[config.mk]
export PLATFORM = sky130hd
export DESIGN_NAME = pwm_multi
export DESIGN_NICKNAME = d
export VERILOG_FILES = /design/src/rtl/pwm_pkg.sv /design/src/rtl/pwm_timebase.sv /design/src/rtl/pwm_multi.sv
export SDC_FILE = /design/constraint.sdc
export NUM_CORES = 1
export LEC_CHECK = 0
export BUFFER_PORTS_ARGS = -buffer_cell sky130_fd_sc_hd__buf_2
export CAP_MARGIN = 20
export CELL_PAD_IN_SITES_DETAIL_PLACEMENT = 0
export CELL_PAD_IN_SITES_GLOBAL_PLACEMENT = 1
export CORE_MARGIN = 2
export CORE_UTILIZATION = 41
export DETAILED_ROUTE_END_ITERATION = 8
export PLACE_DENSITY = 0.78
export SLEW_MARGIN = 20
export SYNTH_ARGS = -nofsm -noshare
export SYNTH_HDL_FRONTEND = slang
export SYNTH_SLANG_ARGS = --single-unit
[constraint.sdc]
create_clock -name clkin -period 4.1 [get_ports clkin]
set_input_delay 0.82 -clock clkin [delete_from_list [all_inputs] [get_ports clkin]]
set_output_delay 0.82 -clock clkin [all_outputs]
set_load 0.01 [all_outputs]
[src/rtl/pwm_pkg.sv]
// Shared constants and types for the multi-channel PWM generator.
// Duty opcodes, output modes and the center-mode counting direction.
package pwm_pkg;

    typedef enum logic {
        MODE_EDGE   = 1'b0,
        MODE_CENTER = 1'b1
    } mode_t;

    typedef enum logic [1:0] {
        OP_NONE = 2'd0,
        OP_SET  = 2'd1,
        OP_INC  = 2'd2,
        OP_DEC  = 2'd3
    } duty_op_t;

    typedef enum logic {
        UP   = 1'b0,
        DOWN = 1'b1
    } phase_t;

endpackage

[src/rtl/pwm_timebase.sv]
// Shared PWM timebase: counter, up/down phase, period boundary and tick.
// The phase register is the only state machine; cnt/phase are held at 0/UP while disabled.
module pwm_timebase
    import pwm_pkg::*;
#(
    parameter int W = 8
) (
    input  logic         clkin,
    input  logic         reset,
    input  logic         enable,
    input  logic [W-1:0] per_act,
    input  mode_t        mode_act,
    output logic [W-1:0] cnt,
    output logic         boundary,
    output logic         period_tick
);

    phase_t       phase;
    phase_t       phase_next;
    logic [W-1:0] cnt_next;
    logic         at_top;

    always_ff @(posedge clkin) begin
        if (reset) begin
            cnt         <= '0;
            phase       <= UP;
            period_tick <= 1'b0;
        end else begin
            cnt         <= cnt_next;
            phase       <= phase_next;
            period_tick <= boundary;
        end
    end

    always_comb begin
        at_top     = (cnt == per_act - 1'b1);
        boundary   = 1'b0;
        cnt_next   = cnt;
        phase_next = phase;
        if (!enable) begin
            cnt_next   = '0;
            phase_next = UP;
        end else if (mode_act == MODE_EDGE) begin
            boundary   = at_top;
            cnt_next   = at_top ? '0 : cnt + 1'b1;
            phase_next = UP;
        end else if (phase == UP) begin
            // the top count is held for one extra clock while turning around
            if (at_top) begin
                phase_next = DOWN;
            end else begin
                cnt_next = cnt + 1'b1;
            end
        end else begin
            if (cnt == '0) begin
                boundary   = 1'b1;
                phase_next = UP;
            end else begin
                cnt_next = cnt - 1'b1;
            end
        end
    end

endmodule

[src/rtl/pwm_multi.sv]
// CH-channel PWM generator with pending/active shadow registers for period, mode and duties.
// Active values change only at a period boundary (or every clock while disabled).
module pwm_multi
    import pwm_pkg::*;
#(
    parameter int CH         = 4,
    parameter int W          = 8,
    parameter int PERIOD_DEF = 50,
    localparam int CHW       = (CH > 1) ? $clog2(CH) : 1
) (
    input  logic            clkin,
    input  logic            reset,
    input  logic            enable,
    input  logic            mode_in,
    input  logic            per_we,
    input  logic [W-1:0]    period_data,
    input  logic [1:0]      duty_op,
    input  logic [CHW-1:0]  duty_ch,
    input  logic [W-1:0]    duty_data,
    output logic [CH-1:0]   pwm_out,
    output logic            period_tick,
    output logic [CH*W-1:0] duty_q
);

    localparam logic [W-1:0] PER_RESET = (PERIOD_DEF < 2) ? W'(1) : W'(PERIOD_DEF);

    function automatic logic [W-1:0] coerce_period(input logic [W-1:0] p);
        return (p <= W'(1)) ? W'(1) : p;
    endfunction

    function automatic logic [W-1:0] sat_add(input logic [W-1:0] a, input logic [W-1:0] b);
        logic [W:0] s;
        s = {1'b0, a} + {1'b0, b};
        return s[W] ? {W{1'b1}} : s[W-1:0];
    endfunction

    function automatic logic [W-1:0] sat_sub(input logic [W-1:0] a, input logic [W-1:0] b);
        return (a < b) ? '0 : a - b;
    endfunction

    logic [W-1:0] per_pend;
    logic [W-1:0] per_act;
    logic [W-1:0] per_pend_next;
    mode_t        mode_pend;
    mode_t        mode_act;
    logic [W-1:0] duty_pend      [CH];
    logic [W-1:0] duty_act       [CH];
    logic [W-1:0] duty_pend_next [CH];
    logic [CH-1:0] pwm_next;
    duty_op_t     op;
    logic         ch_ok;
    logic         load;
    logic         boundary;
    logic [W-1:0] cnt;

    assign op    = duty_op_t'(duty_op);
    assign ch_ok = (32'(duty_ch) < 32'(CH));
    assign load  = boundary | ~enable;

    pwm_timebase #(.W(W)) u_timebase (
        .clkin       (clkin),
        .reset       (reset),
        .enable      (enable),
        .per_act     (per_act),
        .mode_act    (mode_act),
        .cnt         (cnt),
        .boundary    (boundary),
        .period_tick (period_tick)
    );

    always_comb begin
        per_pend_next  = per_we ? coerce_period(period_data) : per_pend;
        duty_pend_next = duty_pend;
        if (ch_ok) begin
            case (op)
                OP_SET:  duty_pend_next[duty_ch] = duty_data;
                OP_INC:  duty_pend_next[duty_ch] = sat_add(duty_pend[duty_ch], duty_data);
                OP_DEC:  duty_pend_next[duty_ch] = sat_sub(duty_pend[duty_ch], duty_data);
                default: duty_pend_next[duty_ch] = duty_pend[duty_ch];
            endcase
        end
    end

    // A duty op issued in the boundary clock goes straight into the active set.
    always_ff @(posedge clkin) begin
        if (reset) begin
            per_pend  <= PER_RESET;
            per_act   <= PER_RESET;
            mode_pend <= MODE_EDGE;
            mode_act  <= MODE_EDGE;
            for (int c = 0; c < CH; c++) begin
                duty_pend[c] <= '0;
                duty_act[c]  <= '0;
            end
        end else begin
            per_pend  <= per_pend_next;
            mode_pend <= mode_t'(mode_in);
            duty_pend <= duty_pend_next;
            if (load) begin
                per_act  <= per_pend;
                mode_act <= mode_pend;
                duty_act <= duty_pend_next;
            end
        end
    end

    always_comb begin
        pwm_next = '0;
        for (int c = 0; c < CH; c++) begin
            pwm_next[c] = enable & (cnt < duty_act[c]);
        end
    end

    always_ff @(posedge clkin) begin
        if (reset) begin
            pwm_out <= '0;
        end else begin
            pwm_out <= pwm_next;
        end
    end

    for (genvar c = 0; c < CH; c++) begin : g_duty_q
        assign duty_q[c*W +: W] = duty_act[c];
    end

endmodule

==> metrics.md <==
| Metric | Value |
|---|---|
| First drt pass iteration count | 4 |
| Cell Area, Synth | 6110 um2 |
| Die width | 126 um |
| Placed cell areas | 6610 um2 |
| Critical Path AT | 4.06 ns |
| Async SR Flop Fraction | 0 |
| Core area | 14500 um2 |
| Min-Delay Path Class | reg -> reg |
| CP Data Required Time | 4.38 ns |
| Total die area | 15900 um2 |
| Startpoint Class | input pin |
| ANT cells | 0 |
| Power Dens Cells | 355 nW/um2 |
| Reg area | 1920 um2 |
| Multi-input gate area in the final layout | 3800 um2 |
| Slew @ Worst Pin | 0.836 ns |
| CTS buffer count | 9 |
| Worst path max stage delay | 0.60 ns |
| Worst path depth | 11 |
| Largest net degree at the start of global routing | 58 |
| Worst slew margin | 0.441 |
| Worst-case clock buffer depth | 2 |
| Worst setup path startpoint | duty_ch[0] |
| Cell variety after synth | 68 |
| PortBufs | 61 |
| Commonest non-fill, non-tap cells in the layout | dfxtp_1 (96), nor2_1 (85), buf_2 (61) |
| # resized after CTS | 0 |
| Most common cell after layout, fill and taps aside | dfxtp_1 |
| Routed wire length | 17.9 mm |
| WL met2 | 8.12 mm |
| Post-synth EDFFs | 0 |
| Met3 routed WL | 861 um |
| Fill cells | 1485 |
| Yosys Warn Count | 0 |
| Initial antenna violation count | 0 |
| Worst setup path end | duty_q[25] |
| Final min period | 3.78 ns |
| DRC Markers | 0 |
| CP Cell Sequence | buf_2, mux4_2, ha_1, or4_1, a211o_1, nand3_1, buf_4, nor2_1, o21ai_0, o22ai_1, o21ai_1 |
| Setup ws final | 0.321 ns |
| Vias in the first global route | 5583 |
| H-tree Lvls | 3 |
| TritonCTS clock tree | yes |
| Reg2Reg Launch Point | duty_pend[19] |
| DP HPWL | 13.5 mm |
| Post-Synthesis Net Count | 808 |
| GRT Overall Usage | 0.225 |
| FF-to-FF End | duty_q[23] |
| Crit-path slowest cell | mux4_2 |
| Delay-heaviest family, CP | compound AO/OA/AOI/OAI gates |
| Peak VDD IR | 209 uV |
| Fin crit share | 0.922 |
| Final setup fails | 0 |
| Final Util | 0.476 |
| Drt wl/cell | 18.5 um |
| Initial cell density of the core | 0.421 |
| Seq cells post-synth | 96 |
| Hold-critical path depth | 2 |
| Worst setup EP type | flop |
| Row count | 44 |
| R2R depth | 10 |
| Design Area, Final | 6920 um2 |
| Register area share after synthesis | 0.314 |
| Clk_skew | 0.00648 ns |
| Highest Clock Rate | 265 MHz |
| Post-CTS setup buffer count | 0 |
| DRT iter0 DRCs | 404 |
| Layout cells sized above 1 | 0.163 |
| Post-Synthesis Cells | 731 |
| # IOs | 62 |
| Slew Viols, Final | 0 |
| Hold-fix buffers, CTS | 0 |
| # clock sinks | 96 |
| CTS clk-pin slew, worst paths | 0.07 ns |
| Crit-path max FO | 16 |
| Wl on met1 | 8.70 mm |
| Layout net count | 858 |
| Unrepaired setup endpoints after global routing | false |
| Lkg Pwr | 2.84 nW |
| Place WS | -0.0223 ns |
| Congestion Overflow GR | 0 |
| Setup tns final | 0 ns |
| Max Used Layer | met4 |
| Reg2reg setup slack | 0.88 ns |
| Vert. Die Dim | 126 um |
| CTS Root Cell | clkbuf_16 |
| Pwr Total | 2.46 mW |
| GPL Wtd Cong | 0.901 |
| Vias | 5628 |
| Main synth FF type | dfxtp_1 |
| First-pass GRT wire length | 29.0 mm |
| Worst-Skew Late Latency | 0.35 ns |
| Final hold viol count | 0 |
| Average footprint of a synthesized cell | 8.36 um2 |
| Detailed-route vias per instance | 5.80 |
| Max-Cap Viols | 0 |
| Area delta synth->final | 13.2% |
| Antenna Nets Post-Route | 0 |
| Outcome | finished clean |
| Critical path class | in -> reg |
| Buffers & Inverters on Critical Path | 2 |
==> worst min path at each step <==
stage	start	to	slack, ns
2_1_floorplan	mode_pend	mode_act	0.42
3_3_place_gp	mode_pend	mode_act	0.43
3_5_place_dp	mode_pend	mode_act	0.43
4_1_cts	mode_pend	mode_act	0.44
5_1_grt	per_pend[7]	per_act[7]	0.49
6_report	mode_pend	mode_act	0.44
==> Yosys cell counts, types with 9 or more instances <==
| library cell | instances | area (um2) |
|---|---|---|
| dfxtp_1 | 96 | 1920 |
| nor2_1 | 85 | 319 |
| inv_1 | 52 | 195 |
| ha_1 | 50 | 626 |
| nand2_1 | 38 | 143 |
| a21oi_1 | 36 | 180 |
| clkbuf_1 | 31 | 116 |
| o21ai_0 | 25 | 125 |
| o22ai_1 | 25 | 156 |
| nor2b_1 | 19 | 119 |
| or3_1 | 19 | 119 |
| a211oi_1 | 15 | 113 |
| nand2b_1 | 15 | 93.8 |
| a21o_1 | 14 | 105 |
| nor3_1 | 13 | 65.1 |
| a31oi_1 | 12 | 75.1 |
| nor4_1 | 11 | 68.8 |
| a211o_1 | 10 | 87.6 |
| nand3_1 | 10 | 50.1 |
| xnor2_1 | 10 | 87.6 |
| o31ai_1 | 9 | 67.6 |
| or2_2 | 9 | 56.3 |
==> routing by layer <==
| layer | up-vias | GRT usage |
|---|---|---|
| met3 | 22 | 0.0382 |
| met1 | 2697 | 0.310 |
| li1 | 2743 | - |
| met2 | 166 | 0.369 |
| met4 | 0 | 0.0575 |
| met5 | - | 0 |
==> where the power goes <==
part | switching, mW | internal (mW)
logic | 0.323 | 0.224
registers | 0.0440 | 0.989
clock network | 0.381 | 0.495
total | 0.748 | 1.71
==> worst min-delay path: cells and delay by family, from the launching register on <==
family	cells	cell delay, ns
flip-flops	1	0.30
AND/OR/NAND/NOR	1	0.05
AO/OA/AOI/OAI	1	0.05
==> area by class of cell <==
class                           count  area share
Clock buffer                       11      0.0351
Tap cell                          184      0.0333
Clock inverter                      5     0.00904
Inverter                           52      0.0282
Timing Repair Buffer               81      0.0677
Multi-Input combinational cell    541       0.549
Sequential cell                    96       0.278
==> stage by stage <==
step           cells  hold slack, ns
2_1_floorplan    731           0.422
3_3_place_gp     954           0.432
6_report         970           0.443
4_1_cts          970           0.442
3_5_place_dp     954           0.431
5_1_grt          970           0.492
==> flip-flops by register name, indices dropped and copies added (netlist names) <==
signal / flops
duty_pend: 32
duty_q: 32
mode_act: 1
mode_pend: 1
per_act: 8
per_pend: 8
pwm_out: 4
u_timebase.cnt: 8
u_timebase.period_tick: 1
u_timebase.phase: 1
==> cell families after synthesis <==
| group | Yosys count | synth area share |
|---|---|---|
| AND/OR/NAND/NOR | 259 | 0.220 |
| AO/OA/AOI/OAI | 201 | 0.231 |
| flip-flops | 96 | 0.314 |
| buffers and inverters | 94 | 0.0647 |
| adder cells (fa/ha/maj) | 52 | 0.109 |
| multiplexers | 17 | 0.0444 |
| XOR/XNOR | 12 | 0.0172 |
Power figures use the tool's default switching activity.
